## config.mk

```make
export PLATFORM = sky130hd
export DESIGN_NAME = uart_rx
export DESIGN_NICKNAME = d
export VERILOG_FILES = /design/src/rtl/uart_pkg.sv /design/src/rtl/bit_sync.sv /design/src/rtl/uart_rx.sv
export SDC_FILE = /design/constraint.sdc
export NUM_CORES = 1
export LEC_CHECK = 0
export BUFFER_PORTS_ARGS = -buffer_cell sky130_fd_sc_hd__buf_2
export CAP_MARGIN = 20
export CORE_ASPECT_RATIO = 0.9
export CORE_UTILIZATION = 55
export CTS_BUF_LIST = sky130_fd_sc_hd__clkbuf_8
export DETAILED_ROUTE_END_ITERATION = 12
export GPL_TIMING_DRIVEN = 1
export PLACE_DENSITY = 0.83
export SLEW_MARGIN = 5
export SYNTH_ARGS = -nofsm -noshare
export SYNTH_HDL_FRONTEND = slang
export SYNTH_SLANG_ARGS = --single-unit
```

## constraint.sdc

```tcl
create_clock -name clock -period 2.69 [get_ports clock]
set_input_delay 0.269 -clock clock [delete_from_list [all_inputs] [get_ports clock]]
set_output_delay 0.269 -clock clock [all_outputs]
set_load 0.02 [all_outputs]
```

## src/rtl/uart_pkg.sv

```systemverilog
// Shared UART definitions: receiver state encoding, default link constants
// and a parity helper. The transmit side uses the same constants.
package uart_pkg;

  typedef enum logic [2:0] {
    IDLE   = 3'd0,
    START  = 3'd1,
    DATA   = 3'd2,
    PARITY = 3'd3,
    STOP   = 3'd4
  } rx_state_t;

  localparam int DEFAULT_CLK_HZ     = 50_000_000;
  localparam int DEFAULT_BAUD       = 115_200;
  localparam int DEFAULT_OVERSAMPLE = 16;
  localparam int DEFAULT_TICK_DIV   = DEFAULT_CLK_HZ / (DEFAULT_BAUD * DEFAULT_OVERSAMPLE);

  // Error when data XOR parity sample disagrees with the selected polarity.
  function automatic logic parity_mismatch(input logic data_xor, input logic sample,
                                           input logic odd);
    return (data_xor ^ sample) != odd;
  endfunction

endpackage

```

## src/rtl/bit_sync.sv

```systemverilog
// Two-flop synchronizer for an asynchronous level input; resets to 1 so an
// idle-high line never looks active while reset is being released.
module bit_sync (
  input  logic clk_i,
  input  logic rst_i,
  input  logic d_i,
  output logic q_o
);

  logic meta_q;
  logic sync_q;

  always_ff @(posedge clk_i) begin
    if (rst_i) begin
      meta_q <= 1'b1;
      sync_q <= 1'b1;
    end else begin
      meta_q <= d_i;
      sync_q <= meta_q;
    end
  end

  assign q_o = sync_q;

endmodule

```

## src/rtl/uart_rx.sv

```systemverilog
// UART receiver: oversampled deserialiser with framing/parity/overrun
// reporting and a valid/ready output handshake. All state advances on tick_en.
module uart_rx
  import uart_pkg::*;
#(
  parameter int DATA_BITS  = 8,
  parameter int OVERSAMPLE = DEFAULT_OVERSAMPLE,
  parameter int PARITY_EN  = 0,
  parameter int PARITY_ODD = 0,
  parameter int STOP_BITS  = 1
) (
  input  logic                 clock,
  input  logic                 reset,
  input  logic                 tick_en,
  input  logic                 rx,
  output logic [DATA_BITS-1:0] rx_data,
  output logic                 rx_valid,
  input  logic                 rx_ready,
  output logic                 frame_err,
  output logic                 parity_err,
  output logic                 overrun,
  output logic                 busy
);

  localparam int CNT_W = $clog2(OVERSAMPLE);
  localparam logic [CNT_W-1:0] HALF_M1 = CNT_W'(OVERSAMPLE / 2 - 1);
  localparam logic [CNT_W-1:0] LAST    = CNT_W'(OVERSAMPLE - 1);
  localparam logic [3:0]       DATA_M1 = 4'(DATA_BITS - 1);
  localparam logic [3:0]       STOP_M1 = 4'(STOP_BITS - 1);

  logic rx_s;

  rx_state_t            state_q, state_d;
  logic [CNT_W-1:0]     cnt_q, cnt_d;
  logic [3:0]           bit_q, bit_d;
  logic [DATA_BITS-1:0] shift_q, shift_d;
  logic                 perr_q, perr_d;
  logic                 ferr_q, ferr_d;
  logic                 guard_q, guard_d;
  logic                 done_s;

  logic [DATA_BITS-1:0] rx_data_q;
  logic                 rx_valid_q, frame_err_q, parity_err_q, overrun_q, busy_q;

  bit_sync u_rx_sync (
    .clk_i (clock),
    .rst_i (reset),
    .d_i   (rx),
    .q_o   (rx_s)
  );

  always_comb begin
    state_d = state_q;
    cnt_d   = cnt_q;
    bit_d   = bit_q;
    shift_d = shift_q;
    perr_d  = perr_q;
    ferr_d  = ferr_q;
    guard_d = guard_q;
    done_s  = 1'b0;
    if (tick_en) begin
      case (state_q)
        IDLE: begin
          // After a framing error the line may sit in break; wait for it to go high.
          if (guard_q) begin
            guard_d = ~rx_s;
          end else if (!rx_s) begin
            state_d = START;
            cnt_d   = '0;
          end else begin
            cnt_d = '0;
          end
        end
        START: begin
          if (cnt_q == HALF_M1) begin
            cnt_d = '0;
            if (rx_s) begin
              state_d = IDLE;
            end else begin
              state_d = DATA;
              bit_d   = 4'd0;
              perr_d  = 1'b0;
              ferr_d  = 1'b0;
            end
          end else begin
            cnt_d = cnt_q + CNT_W'(1);
          end
        end
        DATA: begin
          if (cnt_q == LAST) begin
            cnt_d   = '0;
            shift_d = {rx_s, shift_q[DATA_BITS-1:1]};
            if (bit_q == DATA_M1) begin
              bit_d   = 4'd0;
              state_d = (PARITY_EN != 0) ? PARITY : STOP;
            end else begin
              bit_d = bit_q + 4'd1;
            end
          end else begin
            cnt_d = cnt_q + CNT_W'(1);
          end
        end
        PARITY: begin
          if (cnt_q == LAST) begin
            cnt_d   = '0;
            perr_d  = parity_mismatch(^shift_q, rx_s, (PARITY_ODD != 0));
            state_d = STOP;
          end else begin
            cnt_d = cnt_q + CNT_W'(1);
          end
        end
        STOP: begin
          if (cnt_q == LAST) begin
            cnt_d  = '0;
            ferr_d = ferr_q | ~rx_s;
            if (bit_q == STOP_M1) begin
              bit_d   = 4'd0;
              state_d = IDLE;
              done_s  = 1'b1;
              guard_d = ferr_q | ~rx_s;
            end else begin
              bit_d = bit_q + 4'd1;
            end
          end else begin
            cnt_d = cnt_q + CNT_W'(1);
          end
        end
        default: begin
          state_d = IDLE;
          cnt_d   = '0;
          bit_d   = 4'd0;
        end
      endcase
    end else begin
      done_s = 1'b0;
    end
  end

  always_ff @(posedge clock) begin
    if (reset) begin
      state_q      <= IDLE;
      cnt_q        <= '0;
      bit_q        <= 4'd0;
      shift_q      <= '0;
      perr_q       <= 1'b0;
      ferr_q       <= 1'b0;
      guard_q      <= 1'b0;
      rx_data_q    <= '0;
      rx_valid_q   <= 1'b0;
      frame_err_q  <= 1'b0;
      parity_err_q <= 1'b0;
      overrun_q    <= 1'b0;
      busy_q       <= 1'b0;
    end else begin
      state_q <= state_d;
      cnt_q   <= cnt_d;
      bit_q   <= bit_d;
      shift_q <= shift_d;
      perr_q  <= perr_d;
      ferr_q  <= ferr_d;
      guard_q <= guard_d;
      busy_q  <= (state_d != IDLE);
      // A pending unaccepted word wins over a new one; the new one is counted as overrun.
      if (done_s) begin
        if (!rx_valid_q || rx_ready) begin
          rx_data_q    <= shift_q;
          frame_err_q  <= ferr_d;
          parity_err_q <= perr_d;
          rx_valid_q   <= 1'b1;
          overrun_q    <= 1'b0;
        end else begin
          overrun_q <= 1'b1;
        end
      end else if (rx_valid_q && rx_ready) begin
        rx_valid_q <= 1'b0;
        overrun_q  <= 1'b0;
      end else begin
        rx_valid_q <= rx_valid_q;
      end
    end
  end

  assign rx_data    = rx_data_q;
  assign rx_valid   = rx_valid_q;
  assign frame_err  = frame_err_q;
  assign parity_err = parity_err_q;
  assign overrun    = overrun_q;
  assign busy       = busy_q;

endmodule

```

==> impl_metrics.toml <==
[critical_path]
timing.rr.start = "bit_q[0]"
cp_data_arrival_time_ps = 2420
crit_path_end_kind = "register"
worstSetupPathType = "register to register"
reg2reg_to = "frame_err"
reg2reg_depth = 6
cp_max_fo = 10
required_ps = 2870
startpoint = "bit_q[0]"
endpoint = "frame_err"
r2r_slack_ps = 450
startpoint_type = "register"

[cts]
clock_sinks = 37
cts.path.max_buffers = 2
cts_resized = 0
cts_hold_buf = 0
cts_buffers = 5
path_clk_slew_ps = 70
root_buffer = "clkbuf_8"
cts_tree = "built"
post_cts_buffers = 0
insertion_delay_ps = 290
htree_levels = 2

[pwr]
power_density_nw_per_um2 = 525
power.internal_uw = 836
pwr-share-clk = 0.444
switching_share = 0.207
max-vdd-ir-drop_uv = 473
combPwrFrac = 0.031
p_total_uw = 1050
p_sw_uw = 218
seq_power_share = 0.526
p_leak_uw = 0.000896

[place]
io_buffer_count = 17
dp_hpwl_um = 2390
gp_congestion = 0.847

[cells_and_area]
syn_to_final_growth_pct = 8.53
diodes = 0
nets = 222
fill_cells = 270
drive_gt1_frac = 0.167

[synth]
netlist_area_sq_um = 1850
ys_seq_elements = 37
syn_avg_cell_area_sq_um = 9.19
ys.flop_type = "dfxtp_1"
ys_types = 53
async_flop_share = 0
yosys_warnings = 0
synth_cells = 201
synth_edf_count = 0
synth_fp_nets = 209
yosysSeqAreaShare = 0.401

[timing]
clock.fmax_ghz = 0.446
min_period_ps = 2240
hold_viol = 0
post-route-period-util = 0.834
slew_violations = 0
relSlewSlack = 0.559
fin_setup_tns_ps = 0
clock_skew_ps = 4.78
rsz0062_at_grt = "false"
setup_violations = 0
tightest_slew_ps = 662

[outcome]
status = "completed"

[die]
num_rows = 19
initial_core_util = 0.589
dieArea_sq_um = 3600
ios = 18
core_area_sq_um = 3140
die_w_um = 63.1
die_h_um = 57.0

[route]
top_layer = "met4"
post_drt_via_cell_ratio = 5.68
met2WireLength_um = 1690
wl_met1_um = 1630
drt-initial-drc-count = 42
drt-pass1-iter-count = 4
dr_total_vias = 1461
wl_per_cell_um = 13.5
drtAntennaViolNets = 0
drcViolationCount = 0
wl_um = 3470
wl_met3_um = 113

[global_routing]
grt_pass1_wl_um = 5890
grt_usage = 0.211
grt_max_degree = 39
grt_pass1_vias = 1351
grt_overflow = 0
antenna_found_initial = 0

[flow_run]
max_cap_violations = 0

[worst_hold_path]
hold_class = "input pin to register"
-- worst min path at each step --
stage	from	end	slack (ps)	cells past startpoint
after global routing	rx	u_rx_sync.meta_q	150	2
after detailed placement	u_rx_sync.meta_q	u_rx_sync.q_o	390	1
final	rx	u_rx_sync.meta_q	160	2
after floorplan	rx_ready	overrun	370	1
after global placement	u_rx_sync.meta_q	u_rx_sync.q_o	390	1
after CTS	rx	u_rx_sync.meta_q	160	2
-- synth_stat cells, types with 3 or more instances --
library cell	instances	area, sq um
nor2_1	25	93.8
inv_1	5	18.8
nor3_1	5	25.0
dfxtp_1	37	741
and3_1	4	25.0
buf_4	3	22.5
xnor2_1	7	61.3
nor4_1	3	18.8
mux2i_1	17	170
nor2b_1	4	25.0
xor2_1	3	26.3
nand2_1	8	30.0
a21oi_1	13	65.1
nand3_1	6	30.0
ha_1	3	37.5
or2_2	3	18.8
o21ai_0	9	45.0
-- registers in the layout, summed over array words and instances, names as in the netlist --
signal and count:
rx_valid 1, shift_q 8, rx_data 8, guard_q 1, u_rx_sync.meta_q 1, cnt_q 4
frame_err 1, parity_err 1, bit_q 4, overrun 1, state_q 3, busy 1
u_rx_sync.q_o 1, perr_q 1, ferr_q 1
-- metal layers --
metal / vias to the layer above / global-route usage
li1: 740 / -
met1: 689 / 0.255
met2: 27 / 0.355
met3: 5 / 0.0660
met4: 0 / 0.0764
met5: - / 0
-- cell type report --
cell class              count  area, sq um  area share
well taps                  42         52.6      0.0262
flip-flops and latches     37          741       0.369
clock inverters             3         42.5      0.0212
clock buffers               5         68.8      0.0343
inverters                   5         18.8     0.00936
multi-input cells         148          997       0.497
repair buffers             17         85.1      0.0424
-- metrics by stage --
step                cell area, sq um  cells  utilization  hold WS (ps)  setup slack, ps
finish                          2010    257        0.639           164              448
global route                    2010    257        0.639           149              288
CTS                             2010    257        0.639           156              423
detailed placement              1890    249        0.604           393              455
global placement                1890    249        0.604           391              571
floorplan                       1850    201            -           367              899
-- cell usage in the layout (no fill, tap or decap), types with 2 or more instances in the layout --
master and instances:
nand3_1 6, inv_1 6, o21ai_0 9, xnor2_1 7, nand3b_1 2, o31ai_1 2, buf_2 17, nor3_1 5
and3_1 4, nand4b_1 2, a21oi_1 13, or2_2 3, or4_1 2, nor2b_1 4, nand2_1 8, xor2_1 3
dfxtp_1 37, ha_1 3, a22oi_1 2, nor4_1 3, a31oi_1 2, nand2b_1 2, mux2i_1 17, nor2_1 25
clkbuf_8 5
-- power by group through the flow --
stage                     Combinational, uW  Sequential, uW  Clock, uW
after detailed placement               31.9             567          0
after floorplan                        31.5             565          0
after CTS                              32.1             554        481
final                                  32.2             554        467
after global placement                 31.5             567          0
after global routing                   35.3             554        506
-- critical path, stage by stage (launching register included) --
cell and delay [ps]:
dfxtp_1 340, inv_1 90, ha_1 150, or3b_1 400, nor2_1 240, nand3_1 480, mux2_2 440
-- cell families after synthesis --
family          count (synthesis)  synth area share
fa+ha+maj                       3            0.0203
xor+xnor                       11            0.0562
compound gates                 40             0.138
simple gates                   76             0.227
flops                          37             0.401
mux                            18            0.0982
buf+inv                        16            0.0596
(Power assumes the default switching activity.)
